File: config.mk
export PLATFORM = sky130hd
export DESIGN_NAME = spi_mem_ctrl
export DESIGN_NICKNAME = d
export VERILOG_FILES = /design/src/rtl/spi_mem_pkg.sv /design/src/rtl/spi_mem_ctrl_sck_gen.sv /design/src/rtl/spi_mem_ctrl.sv
export SDC_FILE = /design/constraint.sdc
export NUM_CORES = 1
export LEC_CHECK = 0
export CORE_ASPECT_RATIO = 2
export CORE_UTILIZATION = 50
export CTS_CLUSTER_DIAMETER = 30
export DETAILED_ROUTE_END_ITERATION = 10
export GPL_TIMING_DRIVEN = 1
export PLACE_DENSITY = 0.76
export SLEW_MARGIN = 0
export SYNTH_ARGS = -nofsm -noshare
export SYNTH_HDL_FRONTEND = slang
export SYNTH_SLANG_ARGS = --single-unit
File: constraint.sdc
create_clock -name clk -period 5.15 [get_ports clk]
set_clock_uncertainty 0.15 [all_clocks]
set_input_delay 0.7725 -clock clk [delete_from_list [all_inputs] [get_ports clk]]
set_output_delay 0.7725 -clock clk [all_outputs]
set_load 0.02 [all_outputs]
File: src/rtl/spi_mem_pkg.sv
// Shared types and constants for the SPI memory controller: FSM states,
// request kinds, frame lengths and default opcodes.
package spi_mem_pkg;

    typedef enum logic [2:0] {
        ST_IDLE,
        ST_CMD,
        ST_ADDR,
        ST_DATA,
        ST_FINISH
    } spi_state_t;

    typedef enum logic [1:0] {
        OP_NONE,
        OP_ROM_RD,
        OP_RAM_RD,
        OP_RAM_WR
    } spi_op_t;

    localparam int ROM_BITS = 40;
    localparam int RAM_BITS = 32;

    localparam logic [7:0] DEF_ROM_CMD    = 8'h03;
    localparam logic [7:0] DEF_RAM_RD_CMD = 8'h03;
    localparam logic [7:0] DEF_RAM_WR_CMD = 8'h02;

    // RAM write wins over RAM read, which wins over ROM fetch.
    function automatic spi_op_t decode_op(input logic wr, input logic rd, input logic rom);
        if (wr)  return OP_RAM_WR;
        if (rd)  return OP_RAM_RD;
        if (rom) return OP_ROM_RD;
        return OP_NONE;
    endfunction

endpackage

File: src/rtl/spi_mem_ctrl_sck_gen.sv
// SPI mode-0 clock generator: CLK_DIV system clocks per half period, with
// single-cycle rise/fall enables. Held low and cleared whenever en is low.
module spi_sck_gen #(
    parameter int CLK_DIV = 1
) (
    input  logic clk,
    input  logic rst_n,
    input  logic en,
    output logic sck,
    output logic rise,
    output logic fall
);

    logic [3:0] cnt;
    logic       last;

    assign last = (cnt == 4'(CLK_DIV - 1));
    assign rise = en && last && !sck;
    assign fall = en && last && sck;

    always_ff @(posedge clk or negedge rst_n) begin
        if (!rst_n) begin
            cnt <= '0;
            sck <= 1'b0;
        end else if (!en) begin
            cnt <= '0;
            sck <= 1'b0;
        end else if (last) begin
            cnt <= '0;
            sck <= ~sck;
        end else begin
            cnt <= cnt + 4'd1;
        end
    end

endmodule

File: src/rtl/spi_mem_ctrl.sv
// SPI master serving CU memory requests: flash byte fetch, SRAM byte read
// and SRAM byte write, with completion signalled by a rising spi_done.
module spi_mem_ctrl
    import spi_mem_pkg::*;
#(
    parameter int         CLK_DIV    = 1,
    parameter logic [7:0] ROM_HI     = 8'h00,
    parameter logic [7:0] ROM_CMD    = DEF_ROM_CMD,
    parameter logic [7:0] RAM_RD_CMD = DEF_RAM_RD_CMD,
    parameter logic [7:0] RAM_WR_CMD = DEF_RAM_WR_CMD
) (
    input  logic        clk,
    input  logic        rst_n,
    input  logic        spi_executing,
    input  logic        op_rom_rd,
    input  logic        op_ram_rd,
    input  logic        op_ram_wr,
    input  logic [15:0] rom_addr,
    input  logic [15:0] ram_addr,
    input  logic [7:0]  wdata,
    output logic        spi_done,
    output logic [7:0]  rdata,
    output logic        sck,
    output logic        mosi,
    input  logic        miso,
    output logic        cs_rom_n,
    output logic        cs_ram_n
);

    spi_state_t  state_q, state_d;
    spi_op_t     op_q, op_d, req_op;
    logic        pend_q, pend_d;
    logic [5:0]  cnt_q, cnt_d;
    logic [39:0] tx_q, tx_d;
    logic [7:0]  rx_q, rx_d;
    logic [7:0]  rdata_q, rdata_d;
    logic        done_q, done_d;
    logic        cs_rom_n_q, cs_rom_n_d;
    logic        cs_ram_n_q, cs_ram_n_d;
    logic        in_frame;
    logic        rise;
    logic        fall;

    assign in_frame = (state_q == ST_CMD) || (state_q == ST_ADDR) || (state_q == ST_DATA);

    spi_sck_gen #(.CLK_DIV(CLK_DIV)) u_sck_gen (
        .clk   (clk),
        .rst_n (rst_n),
        .en    (in_frame),
        .sck   (sck),
        .rise  (rise),
        .fall  (fall)
    );

    // Whole frame is preloaded MSB-aligned at accept; trailing bits are zero
    // so mosi idles low through the read data phase.
    assign mosi     = in_frame && tx_q[39];
    assign spi_done = done_q;
    assign rdata    = rdata_q;
    assign cs_rom_n = cs_rom_n_q;
    assign cs_ram_n = cs_ram_n_q;

    always_comb begin
        state_d    = state_q;
        op_d       = op_q;
        pend_d     = pend_q;
        cnt_d      = cnt_q;
        tx_d       = tx_q;
        rx_d       = rx_q;
        rdata_d    = rdata_q;
        done_d     = done_q;
        cs_rom_n_d = cs_rom_n_q;
        cs_ram_n_d = cs_ram_n_q;
        req_op     = decode_op(op_ram_wr, op_ram_rd, op_rom_rd);

        case (state_q)
            ST_IDLE: begin
                // pend splits accept from frame start, so the CU sees done drop
                // one cycle after the accept edge even for a no-op.
                if (pend_q) begin
                    pend_d = 1'b0;
                    done_d = 1'b0;
                    if (op_q != OP_NONE) begin
                        state_d    = ST_CMD;
                        cnt_d      = 6'd8;
                        cs_rom_n_d = (op_q != OP_ROM_RD);
                        cs_ram_n_d = (op_q == OP_ROM_RD);
                    end
                end else if (!done_q) begin
                    done_d = 1'b1;
                end else if (spi_executing) begin
                    pend_d = 1'b1;
                    op_d   = req_op;
                    case (req_op)
                        OP_ROM_RD: tx_d = {ROM_CMD, ROM_HI, rom_addr, 8'h00};
                        OP_RAM_RD: tx_d = {RAM_RD_CMD, ram_addr, 16'h0000};
                        OP_RAM_WR: tx_d = {RAM_WR_CMD, ram_addr, wdata, 8'h00};
                        default:   tx_d = '0;
                    endcase
                end
            end
            ST_CMD, ST_ADDR, ST_DATA: begin
                if (rise && state_q == ST_DATA) rx_d = {rx_q[6:0], miso};
                if (fall) begin
                    tx_d = {tx_q[38:0], 1'b0};
                    if (cnt_q != 6'd1) begin
                        cnt_d = cnt_q - 6'd1;
                    end else begin
                        case (state_q)
                            ST_CMD: begin
                                state_d = ST_ADDR;
                                cnt_d   = (op_q == OP_ROM_RD) ? 6'(ROM_BITS - 16) : 6'(RAM_BITS - 16);
                            end
                            ST_ADDR: begin
                                state_d = ST_DATA;
                                cnt_d   = 6'd8;
                            end
                            default: begin
                                state_d    = ST_FINISH;
                                cs_rom_n_d = 1'b1;
                                cs_ram_n_d = 1'b1;
                            end
                        endcase
                    end
                end
            end
            ST_FINISH: begin
                state_d = ST_IDLE;
                done_d  = 1'b1;
                if (op_q == OP_ROM_RD || op_q == OP_RAM_RD) rdata_d = rx_q;
            end
            default: state_d = ST_IDLE;
        endcase
    end

    always_ff @(posedge clk or negedge rst_n) begin
        if (!rst_n) begin
            state_q    <= ST_IDLE;
            op_q       <= OP_NONE;
            pend_q     <= 1'b0;
            cnt_q      <= '0;
            tx_q       <= '0;
            rx_q       <= '0;
            rdata_q    <= 8'h00;
            done_q     <= 1'b1;
            cs_rom_n_q <= 1'b1;
            cs_ram_n_q <= 1'b1;
        end else begin
            state_q    <= state_d;
            op_q       <= op_d;
            pend_q     <= pend_d;
            cnt_q      <= cnt_d;
            tx_q       <= tx_d;
            rx_q       <= rx_d;
            rdata_q    <= rdata_d;
            done_q     <= done_d;
            cs_rom_n_q <= cs_rom_n_d;
            cs_ram_n_q <= cs_ram_n_d;
        end
    end

endmodule

== After elaboration in Yosys (flattened, before gate mapping) ==
Cells that the tools add are included.

* Flip-flop bits (word level): 76
* Input port bits: 47

* Add/sub/neg operators: 2
* Eq/ne operators: 21
* Mux-type cells: 49
* Bitwise gates (word level): 2
* Reduce and logical (&&, ||, !) cells: 23

{| class="wikitable"
|+ Operators by type and width
! operator !! number
|-
| two-way mux 40 bit || 4
|-
| one-hot mux 34 bit (3 select lines) || 1
|-
| one-hot mux 40 bit (2 select lines) || 1
|-
| two-way mux 6 bit || 4
|-
| one-hot mux 6 bit (2 select lines) || 2
|-
| two-way mux 1 bit || 19
|-
| != test 2 bit (second input constant) || 8
|-
| two-way mux 2 bit || 6
|-
| two-way mux 3 bit || 4
|-
| two-way mux 4 bit || 3
|-
| one-hot mux 3 bit (2 select lines) || 2
|-
| AND reduction 5 bit || 2
|-
| AND reduction 4 bit || 2
|-
| == test 2 bit (second input constant) || 3
|-
| == test 3 x 2 -> 1 bit (second input constant) || 2
|-
| != test 6 x 1 -> 1 bit (second input constant) || 1
|-
| one-hot mux 1 bit (2 select lines) || 3
|-
| AND reduction 6 bit || 1
|-
| nonzero test 2 bit || 3
|-
| subtractor 6 x 1 -> 6 bit (second input constant) || 1
|-
| logical AND 1 bit || 5
|-
| adder 4 x 1 -> 4 bit (second input constant) || 1
|-
| == test 2 x 1 -> 1 bit (second input constant) || 2
|-
| zero test 4 bit || 1
|-
| 11 further kinds || 16
|}

== Logic depth before layout (Yosys ltp) ==
Gate-level depths: netlist (run 1).

* Word-level depth: 13
* Mapped depth: 10
* Depth with buffers taken out: 8

== Modules after synthesis ==
From an unflattened synthesis (run 1), not the netlist that was laid out.

* Cells, all modules: 322
* Area total of the unflattened synthesis: 3,323.2 sq um

{| class="wikitable"
|+ Modules (own cells, without submodules)
! module !! instances !! cells each !! area an instance (sq um) !! seq. area each (sq um)
|-
| spi_mem_ctrl || 1 || 298 || 3,060.4 || 1,580.3
|-
| spi_sck_gen || 1 || 24 || 262.8 || 125.1
|}

== Worst setup path after synthesis (run 1) ==
No wires, ideal clock.

* Path type: input to register
* From: in op_ram_rd
* To: reg tx_q[24]
* Library setup time: 0.078 ns
* Data arrival time: 2.434 ns
* Required time: 4.922 ns
* Path slack: 2.488 ns
* Stages: 10
* Path buffers: 2
* Cells stage by stage: inv_1 > a21oi_1 > inv_1 > ha_1 > buf_2 > or2_2 > clkbuf_1 > nor3b_1 > a22oi_1 > o21ai_1

* Longest elaborated chain between the ends: 11

{| class="wikitable"
|+ Ends and longest elaborated chain
! item !! RTL line !! text
|-
| start: declaration || spi_mem_ctrl.sv:16 || <nowiki>input logic op_ram_rd,</nowiki>
|-
| two-way mux 2 bit || spi_mem_pkg.sv:30 || <nowiki>if (rd) return OP_RAM_RD;</nowiki>
|-
| two-way mux 2 bit || spi_mem_pkg.sv:31 || <nowiki>if (rom) return OP_ROM_RD;</nowiki>
|-
| two-way mux 2 bit || spi_mem_pkg.sv:32 || <nowiki>return OP_NONE;</nowiki>
|-
| two-way mux 2 bit * || spi_mem_pkg.sv:31 ||
|-
| two-way mux 2 bit * || spi_mem_pkg.sv:30 ||
|-
| net req_op[0] || spi_mem_ctrl.sv:31 || <nowiki>spi_op_t op_q, op_d, req_op;</nowiki>
|-
| == test 2 bit or == test 2 x 1 -> 1 bit (tied branches) || spi_mem_ctrl.sv:94 || <nowiki>case (req_op)</nowiki>
|-
| one-hot mux 34 bit (3 select lines) * || spi_mem_ctrl.sv:94 ||
|-
| two-way mux 40 bit * || spi_mem_ctrl.sv:91 || <nowiki>end else if (spi_executing) begin</nowiki>
|-
| two-way mux 40 bit * || spi_mem_ctrl.sv:89 || <nowiki>end else if (!done_q) begin</nowiki>
|-
| two-way mux 40 bit * || spi_mem_ctrl.sv:80 || <nowiki>if (pend_q) begin</nowiki>
|-
| one-hot mux 40 bit (2 select lines) * || spi_mem_ctrl.sv:76 || <nowiki>case (state_q)</nowiki>
|-
| end signal: assignment || spi_mem_ctrl.sv:153 || <nowiki>tx_q <= tx_d;</nowiki>
|-
| end: declaration || spi_mem_ctrl.sv:34 || <nowiki>logic [39:0] tx_q, tx_d;</nowiki>
|}

The timed path passes the listed nets; every way through them passes the cells marked *. The select of a mux whose other input is x is not followed.
A chain may end at the register's enable or synchronous reset.

== Final worst setup path (run 1) ==
* From: reg state_q[2]
* To: out mosi

* Longest elaborated chain between the ends: 4

{| class="wikitable"
|+ Ends and longest elaborated chain
! item !! RTL line !! text
|-
| start: declaration || spi_mem_ctrl.sv:30 || <nowiki>spi_state_t state_q, state_d;</nowiki>
|-
| start signal: assignment || spi_mem_ctrl.sv:149 || <nowiki>state_q <= state_d;</nowiki>
|-
| == test 3 x 1 -> 1 bit or == test 3 x 2 -> 1 bit (tied branches) || spi_mem_ctrl.sv:44 || <nowiki>assign in_frame = (state_q == ST_CMD) || (state_q == ST_ADDR) || (state_q == ST_DATA);</nowiki>
|-
| logical OR 1 bit || spi_mem_ctrl.sv:44 ||
|-
| logical OR 1 bit * || spi_mem_ctrl.sv:44 ||
|-
| logical AND 1 bit * || spi_mem_ctrl.sv:57 || <nowiki>assign mosi = in_frame && tx_q[39];</nowiki>
|-
| end: declaration || spi_mem_ctrl.sv:24 || <nowiki>output logic mosi,</nowiki>
|}

Every way passes the cells marked *; elsewhere a longest branch is shown, timed or not.

==> results of run 1 <==
==> registers in the layout, summed over array words and instances, names as in the netlist <==
| register | cells |
|---|---|
| u_sck_gen.cnt | 4 |
| pend_q | 1 |
| cnt_q | 6 |
| u_sck_gen.sck | 1 |
| rx_q | 8 |
| state_q | 3 |
| op_q | 2 |
| tx_q | 32 |
| cs_ram_n | 1 |
| cs_rom_n | 1 |
| spi_done | 1 |
| rdata | 8 |
==> cell type report <==
class	instances	area (sq um)	share of cell area, %
timing repair buffer	63	615.6	14.19
inverter	14	52.55	1.211
sequential	68	1705	39.31
clock inverter	7	76.32	1.759
tap	88	110.1	2.538
multi-input combinational	227	1553	35.79
clock buffer	9	225.2	5.192
==> cells in the final DEF, fill, tap and decap left out, drive strengths merged, types with 2 or more instances in the layout <==
cell | netlist | routed
clkinv | 1 | 4
dfrtp | 65 | 65
nor3b | 3 | 3
inv | 13 | 14
nand2b | 3 | 3
nor3 | 10 | 10
o21a | 2 | 2
clkbuf | 17 | 9
clkdlybuf4s50 | 0 | 58
nor2 | 16 | 16
or2 | 2 | 2
a22oi | 24 | 24
or4 | 2 | 2
nand3 | 28 | 28
a31oi | 2 | 2
nand2 | 11 | 11
and2 | 4 | 4
a22o | 16 | 16
mux2 | 19 | 19
xnor2 | 2 | 2
dfstp | 3 | 3
buf | 7 | 5
xor2 | 2 | 2
a211oi | 3 | 3
clkinvlp | 0 | 2
or3 | 4 | 4
o21ai | 30 | 30
o221ai | 2 | 2
nor4 | 2 | 2
a21oi | 14 | 14
nand4 | 2 | 2
ha | 10 | 10
==> through the flow <==
stage                     cells  setup slack [ns]  power [uW]  utilization [%]
after detailed placement    460             1.776        1644            60.96
final                       476             1.747        2253            65.51
after global placement      460             1.846        1609            60.96
after floorplan             333             2.488        1440                -
after global routing        476             1.648        2408            65.51
after CTS                   476             1.749        2263            65.51
==> kinds of logic (layout without fill, tap and decap cells) <==
logic type / Yosys count / after routing / share of synthesized area, %
compound gates: 103 / 103 / 20.52
simple gates: 91 / 91 / 13.64
mux: 19 / 19 / 6.329
flops: 68 / 68 / 49.58
xor+xnor: 4 / 4 / 1.019
buf+inv: 38 / 93 / 5.274
fa+ha+maj: 10 / 10 / 3.638
==> worst max-delay path, stage by stage (launching register included) <==
cell,delay (ns)
dfrtp_1,0.47
o21ba_2,0.84
and2_1,0.23
clkdlybuf4s50_1,0.60
==> power by group through the flow <==
stage / Combinational, uW / Clock, uW / Sequential (uW)
4_1_cts: 787 / 620 / 856
5_1_grt: 879 / 645 / 883
3_5_place_dp: 781 / 0 / 863
6_report: 783 / 610 / 859
2_1_floorplan: 620 / 0 / 820
3_3_place_gp: 754 / 0 / 855
==> how the worst min path moves through the flow <==
stage | start | cells past startpoint | end
final | rst_n | 1 | tx_q[28]
after global routing | rst_n | 1 | tx_q[39]
after CTS | rst_n | 1 | tx_q[39]
after detailed placement | cs_rom_n | 2 | cs_rom_n
after global placement | cs_rom_n | 2 | cs_rom_n
after floorplan | pend_q | 1 | spi_done
==> routing by layer <==
metal | GRT usage (%) | vias to the layer above | wire length, microns
met5 | 0 | - | 0
met4 | 11.65 | 0 | 197
met3 | 3.692 | 15 | 252
met2 | 41.07 | 91 | 4184
met1 | 29.62 | 1338 | 2998
li1 | - | 1337 | -
==> flow_metrics.env, run 1 <==
export IMPL_endpoint_kind="output pin"
export IMPL_internal_power_uw=1435
export IMPL_clockRootBuffer="clkbuf_16"
export IMPL_num_nets_final=440
export IMPL_antennaDiodeCount=0
export IMPL_hold_buffers=0
export IMPL_async_flop_share_pct=100.0
export IMPL_n_fill_cell=560
export IMPL_grt_usage_pct=24.52
export IMPL_cts_tree="yes"
export IMPL_cts_resized_gates=0
export IMPL_p_leak_uw=0.001867
export IMPL_max_clock_freq_mhz=293.9
export IMPL_rsz0062_at_grt="false"
export IMPL_clockPowerShare_pct=27.1
export IMPL_rows=42
export IMPL_gp_congestion=0.8124
export IMPL_combinationalPowerShare_pct=34.8
export IMPL_insertion_delay_ns=0.33
export IMPL_synth_cell_type_count=49
export IMPL_worst_r2r_setup_slack_ns=2.30
export IMPL_hold_ws_ns=0.2864
export IMPL_maxCapViolations=0
export IMPL_fin_crit_ns=3.403
export IMPL_synth_area_top_cells="dfrtp_1, mux2_2, a22oi_1"
export IMPL_grt_pass1_vias=2905
export IMPL_start_util_pct=51.95
export IMPL_yosysTopAreaCellShare_pct=47.29
export IMPL_finalHoldViolCount=0
export IMPL_grt_ovfl_total=0
export IMPL_synthCells=333
export IMPL_cts_sinks=68
export IMPL_yosysMostFrequentCell="dfrtp_1"
export IMPL_setup_viol=0
export IMPL_design_area_sq_um=4338
export IMPL_critPathKind="reg -> out"
export IMPL_avgViaCountPerCell=5.842
export IMPL_powerDensity_nw_per_um2=519.3
export IMPL_p_sw_uw=817.2
export IMPL_reg2reg_depth=6
export IMPL_slew_violations=0
export IMPL_placed_area_sq_um=4036
export IMPL_placement_io_buffers=59
export IMPL_cp_data_arrival_time_ns=2.48
export IMPL_grt_max_degree=42
export IMPL_critPathMaxFanout=40
export IMPL_hold_class="in -> async"
export IMPL_maxSlewHeadroom_pct=39.69
export IMPL_ys_warn_count=0
export IMPL_drt_initial_drc_count=96
export IMPL_die_w_microns=60.65
export IMPL_ys_flop_type="dfrtp_1"
export IMPL_synth_edff_count=0
export IMPL_area_growth_pct=26.12
export IMPL_start_kind="flip-flop"
export IMPL_antenna_found_initial=0
export IMPL_ant_nets=0
export IMPL_coreArea_sq_um=6621
export IMPL_via_count=2781
export IMPL_status="completed"
export IMPL_synth_common_cells="dfrtp_1, nand3_1, a22oi_1, o21ai_1, mux2_2"
export IMPL_synth_seq_cells=68
export IMPL_die_h_microns=119.3
export IMPL_cp_required_ns=4.23
export IMPL_route_detailed_drc=0
export IMPL_grt_pass1_wl_microns=13250
export IMPL_post_route_cells_drive_above_1_share_pct=12.11
export IMPL_endpoint="mosi"
export IMPL_routed_wl_microns=7631
export IMPL_cts_buffers=9
export IMPL_ir_worst_vdd_uv=320.1
export IMPL_reg2reg_from="state_q[2]"
export IMPL_reg2reg_to="tx_q[32]"
export IMPL_wire_per_inst_microns=16.03
export IMPL_p_sw_share_pct=36.28
export IMPL_ys_seq_area_share_pct=49.58
export IMPL_clockBufferDepth=2
export IMPL_post_cts_setup_buffer_count=0
export IMPL_synth_area_per_cell_sq_um=10.33
export IMPL_seqPwrFrac_pct=38.1
export IMPL_cts_clk_slew_worst_paths_ns=0.06
export IMPL_startpoint="state_q[2]"
export IMPL_synth_largest_area_cell="dfrtp_1"
export IMPL_dp_hpwl_microns=5499
export IMPL_drtPass1Iterations=4
export IMPL_syn_area_sq_um=3440
export IMPL_worst_pin_slew_ns=0.9026
export IMPL_synth_nets=390
export IMPL_setup_tns_final_ns=0
export IMPL_htree_levels=3
export IMPL_fp_dieArea_sq_um=7235
export IMPL_finalCritPeriodShare_pct=66.07
export IMPL_io_pins=60
Note: power is estimated with default switching activity, not from simulation.
==> run 2: changes to the inputs <==
- clock period: 5.15 -> 3.5 ns (I/O delays scaled with it)
==> run 2 against run 1 <==
Sequential share of layout area fell by 0.19 points. Wire length rose by 0.79%. Total power rose by 49%. Final cell count rose by 0.42%. Sequential power rose by 47%. Hold slack got worse by 0.051 ns. Utilization rose by 0.32 points. Combinational power rose by 47%. Clock-buffer cell count did not move. Register-to-register slack got worse by 1.5 ns. Die area did not move. Critical endpoint is now cnt_q[1]. Largest power group unchanged. Highest routed layer unchanged.
==> flow_metrics.env, run 2 (synthesis results as in run 1) <==
export IMPL_status="completed"
export IMPL_endpoint_kind="flip-flop"
export IMPL_fp_dieArea_sq_um=7235
export IMPL_antenna_found_initial=0
export IMPL_maxSlewHeadroom_pct=43.46
export IMPL_max_stage_delay_ns=0.79
export IMPL_design_area_sq_um=4359
export IMPL_coreArea_sq_um=6621
export IMPL_post_route_cells_drive_above_1_share_pct=12.56
export IMPL_multi_input_area_sq_um=1553
export IMPL_layout_commonest_cell="dfrtp_1"
export IMPL_reg2reg_from="u_sck_gen.cnt[0]"
export IMPL_fin_crit_ns=2.678
export IMPL_die_h_microns=119.3
export IMPL_io_pins=60
export IMPL_clockRootBuffer="clkbuf_16"
export IMPL_worst_r2r_setup_slack_ns=0.82
export IMPL_cp_data_arrival_time_ns=2.75
export IMPL_layout_common_cells="dfrtp_1, clkdlybuf4s50_1, nand3_1"
export IMPL_start_util_pct=51.95
export IMPL_startpoint="u_sck_gen.cnt[0]"
export IMPL_via_count=2795
export IMPL_critPathMaxFanout=6
export IMPL_max_flop_register="tx_q"
export IMPL_endpoint="cnt_q[1]"
export IMPL_placed_area_sq_um=4051
export IMPL_reg2reg_to="cnt_q[1]"
export IMPL_critPathKind="reg -> reg"
export IMPL_maxCapViolations=0
export IMPL_insertion_delay_ns=0.33
export IMPL_gp_congestion=0.8263
export IMPL_clockBufferDepth=2
export IMPL_start_kind="flip-flop"
export IMPL_max_clock_freq_mhz=373.4
export IMPL_routed_wl_microns=7691
export IMPL_ant_nets=0
export IMPL_drtPass1Iterations=4
export IMPL_worst_pin_slew_ns=0.8480
export IMPL_p_leak_uw=0.001880
export IMPL_grt_max_degree=69
export IMPL_cp_required_ns=3.57
export IMPL_dp_hpwl_microns=5377
export IMPL_worstPathCellList="inv_1 -> ha_1 -> nand4bb_1 -> a221oi_1 -> o21a_1 -> mux2_2"
export IMPL_post_cts_setup_buffer_count=0
export IMPL_grt_use_met3_pct=3.800
export IMPL_slew_violations=0
export IMPL_grt_pass1_wl_microns=13190
export IMPL_placement_io_buffers=59
export IMPL_regArea_sq_um=1705
export IMPL_rows=42
export IMPL_avgViaCountPerCell=5.847
export IMPL_num_nets_final=442
export IMPL_finalCritPeriodShare_pct=76.51
export IMPL_grt_use_met2_pct=40.87
export IMPL_fin_cells=478
export IMPL_powerDensity_nw_per_um2=768.5
export IMPL_busiest_layer="met2"
export IMPL_drt_initial_drc_count=82
export IMPL_setup_tns_final_ns=0
export IMPL_antennaDiodeCount=0
export IMPL_area_growth_pct=26.74
export IMPL_cts_sinks=68
export IMPL_wire_per_inst_microns=16.09
export IMPL_finalHoldViolCount=0
export IMPL_cts_resized_gates=0
export IMPL_cts_clk_slew_worst_paths_ns=0.06
export IMPL_route_detailed_drc=0
export IMPL_die_w_microns=60.65
export IMPL_n_fill_cell=558
export IMPL_setup_viol=0
export IMPL_grt_usage_pct=24.26
export IMPL_grt_ovfl_total=0
export IMPL_reg2reg_depth=6
export IMPL_grt_pass1_vias=2862
export IMPL_hold_class="in -> async"
export IMPL_largest_reg_flops=32
export IMPL_rsz0062_at_grt="false"
export IMPL_ir_worst_vdd_uv=379.3
export IMPL_dp_cells=462
export IMPL_critical_path_slowest_cell="a221oi_1"
export IMPL_cts_tree="yes"
export IMPL_htree_levels=3
export IMPL_cts_buffers=9
export IMPL_met1_usage_pct=28.45
export IMPL_hold_buffers=0
run 2: cell count changes in the layout (fill, tap and decap cells not counted):
cell,before,now
buf_4,4,6
clkinv_4,2,0
clkinv_2,1,0
inv_8,0,1
inv_6,1,3
run 2: area by class of cell:
type,count,share of cell area (%)
multi-input cells,227,35.62
flip-flops and latches,68,39.12
clock buffers,9,5.166
well taps,88,2.526
inverters,14,1.206
repair buffers,65,14.47
clock inverters,7,1.894
run 2: worst max-delay path, delay by kind of cell, from the launching register on:
kind | cells | cell delay (ns)
mux | 1 | 0.36
fa+ha+maj | 1 | 0.18
buf+inv | 1 | 0.07
flops | 1 | 0.41
simple gates | 1 | 0.26
compound gates | 2 | 1.14
run 2: stage by stage:
stage / hold WS, ns / utilization [%] / setup slack (ns) / power (uW)
3_5_place_dp: 0.3202 / 61.19 / 0.4885 / 2418
3_3_place_gp: 0.3117 / 61.19 / 0.5722 / 2378
4_1_cts: 0.2616 / 65.84 / 0.8404 / 3365
6_report: 0.2354 / 65.84 / 0.8221 / 3350
2_1_floorplan: 0.07941 / - / 1.085 / 2119
5_1_grt: 0.3190 / 65.84 / 0.6056 / 3562
run 2: worst min-delay path by stage:
stage | cells after the start | end | start | slack, ns
after detailed placement | 2 | op_q[1] | op_q[1] | 0.32
after CTS | 2 | rdata[0] | rst_n | 0.26
final | 2 | tx_q[27] | rst_n | 0.24
after global routing | 2 | tx_q[27] | rst_n | 0.32
after floorplan | 0 | cnt_q[0] | rst_n | 0.08
after global placement | 2 | op_q[1] | op_q[1] | 0.31
run 2: power by group:
group	internal [uW]	switching (uW)
clock network	564	371
logic	513	641
registers	1050	211
run 2: per-layer routing:
layer | vias up | wire [microns]
li1 | 1335 | -
met1 | 1353 | 3032
met2 | 89 | 4215
met3 | 18 | 232
met4 | 0 | 211
met5 | - | 0
==> run 3: changes to the inputs <==
- CORE_UTILIZATION: 50 -> 48
- PLACE_DENSITY: 0.76 -> 0.77
- clock period: 3.5 -> 2.37 ns (I/O delays scaled with it)
==> run 3 against run 2 <==
Register-to-register slack got worse by 0.74 ns. Highest routed layer unchanged. Sequential share of layout area fell by 1.4 points. Final cell count rose by 4.2%. Sequential power rose by 46%. Wire length rose by 2.1%. Worst setup slack got worse by 0.74 ns. Combinational power rose by 65%. Clock-buffer cell count did not move. Total power rose by 52%. Critical path depth did not move. Clock power rose by 45%. Sequential cell count did not move.
==> flow_metrics.env, run 3 (synthesis results as in run 1) <==
export IMPL_drt_initial_drc_count=90
export IMPL_hold_ws_ns=0.3244
export IMPL_status="completed"
export IMPL_start_kind="flip-flop"
export IMPL_htree_levels=3
export IMPL_finalCritPeriodShare_pct=96.43
export IMPL_coreArea_sq_um=6940
export IMPL_cts_buffers=9
export IMPL_layout_commonest_cell="dfrtp_1"
export IMPL_die_h_microns=121.7
export IMPL_cp_required_ns=2.44
export IMPL_layout_common_cells="dfrtp_1, clkdlybuf4s50_1, nand3_1"
export IMPL_powerDensity_nw_per_um2=1127
export IMPL_dp_hpwl_microns=5667
export IMPL_critPathMaxFanout=5
export IMPL_rows=43
export IMPL_area_growth_pct=31.36
export IMPL_fin_crit_ns=2.285
export IMPL_reg2reg_to="cnt_q[1]"
export IMPL_hold_path_depth=2
export IMPL_setup_viol=0
export IMPL_insertion_delay_ns=0.33
export IMPL_post_route_worst_setup_slack_ns=0.08467
export IMPL_grt_ovfl_total=0
export IMPL_holdPathEnd="cs_rom_n"
export IMPL_io_pins=60
export IMPL_cp_data_arrival_time_ns=2.35
export IMPL_fin_cells=498
export IMPL_num_nets_final=460
export IMPL_ant_nets=0
export IMPL_slew_violations=0
export IMPL_cts_sinks=68
export IMPL_grt_usage_pct=24.17
export IMPL_avgViaCountPerCell=5.743
export IMPL_maxSlewHeadroom_pct=55.57
export IMPL_clockBufferDepth=2
export IMPL_critPathKind="reg -> reg"
export IMPL_wire_per_inst_microns=15.77
export IMPL_worstHoldStart="cs_rom_n"
export IMPL_die_w_microns=61.86
export IMPL_via_count=2860
export IMPL_grt_pass1_wl_microns=13390
export IMPL_grt_pass1_vias=2980
export IMPL_dp_cells=481
export IMPL_dp_slack_ns=-0.1892
export IMPL_p_leak_uw=0.001980
export IMPL_largest_reg_flops=32
export IMPL_start_util_pct=49.56
export IMPL_gp_congestion=0.8428
export IMPL_hold_class="reg -> reg"
export IMPL_reg2reg_depth=6
export IMPL_route_detailed_drc=0
export IMPL_clockRootBuffer="clkbuf_16"
export IMPL_worst_pin_slew_ns=0.6651
export IMPL_cts_tree="yes"
export IMPL_drtPass1Iterations=5
export IMPL_ir_worst_vdd_uv=570.1
export IMPL_antenna_found_initial=0
export IMPL_setup_tns_final_ns=0
export IMPL_routed_wl_microns=7851
export IMPL_max_clock_freq_mhz=437.6
export IMPL_finalHoldViolCount=0
export IMPL_antennaDiodeCount=0
export IMPL_post_route_cells_drive_above_1_share_pct=16.42
export IMPL_maxCapViolations=0
export IMPL_max_flop_register="tx_q"
export IMPL_n_fill_cell=554
export IMPL_fp_dieArea_sq_um=7529
export IMPL_cts_clk_slew_worst_paths_ns=0.06
export IMPL_grt_max_degree=37
export IMPL_reg2reg_from="u_sck_gen.cnt[0]"
export IMPL_placement_io_buffers=59
export IMPL_worst_r2r_setup_slack_ns=0.08
export IMPL_endpoint_kind="flip-flop"
export IMPL_final_util_pct=65.10
export IMPL_rsz0062_at_grt="false"
[run 3: changes by cell type in the layout (fill, tap and decap cells not counted), sizes merged]
cell,delta
dlygate4sd2,+1
clkinv,+1
clkinvlp,-1
buf,+17
clkdlybuf4s50,-1
dlygate4sd3,+1
[run 3: where the power goes]
part | internal, uW | switching (uW) | leakage, uW
clock network | 830 | 523 | 0.000147
logic | 874 | 1030 | 0.000944
registers | 1550 | 283 | 0.000889
total | 3260 | 1830 | 0.00198
[run 3: critical path: stages (launching register included)]
cell and delay [ns]:
dfrtp_1 0.41, inv_1 0.07, ha_1 0.20, nand4bb_1 0.29, a221oi_2 0.38, o21a_1 0.30, mux2_2 0.37
[run 3: routing by layer]
metal	share of wire, %	track usage (%)
met1	38	26.46
met2	55	41.94
met3	2.8	4.883
met4	3.7	12.36
met5	0	0
[run 3: area by class of cell]
| type | count | area (sq um) | area share (%) |
|---|---|---|---|
| clock buffers | 9 | 225.2 | 4.985 |
| clock inverters | 7 | 81.33 | 1.800 |
| inverters | 14 | 52.55 | 1.163 |
| multi-input cells | 227 | 1562 | 34.56 |
| flip-flops and latches | 68 | 1705 | 37.75 |
| well taps | 90 | 112.6 | 2.492 |
| repair buffers | 83 | 779.5 | 17.25 |
[run 3: through the flow]
stage	cell area (sq um)	total power, uW
2_1_floorplan	3440	3129
3_3_place_gp	4194	3649
3_5_place_dp	4194	3726
4_1_cts	4509	5101
5_1_grt	4518	5414
6_report	4518	5090
[run 3: how the worst max path moves through the flow]
stage | start | end | slack, ns | cells past startpoint
2_1_floorplan | op_ram_rd | tx_q[24] | 0.12 | 10
3_3_place_gp | op_ram_rd | tx_q[28] | -0.13 | 10
3_5_place_dp | op_ram_rd | tx_q[17] | -0.19 | 10
4_1_cts | u_sck_gen.cnt[0] | cnt_q[1] | 0.08 | 6
5_1_grt | u_sck_gen.cnt[0] | cnt_q[0] | 0.007 | 6
6_report | u_sck_gen.cnt[0] | cnt_q[1] | 0.08 | 6
[run 3: what timing repair did]
action | CTS | global route
cloned | 0 | 0
gates resized for setup | 1 | 2
endpoints found under the setup margin | 1 | 4
hold buffers | 1 | 0
endpoints found under the hold margin | 18 | 0
buffers inserted | 0 | 0
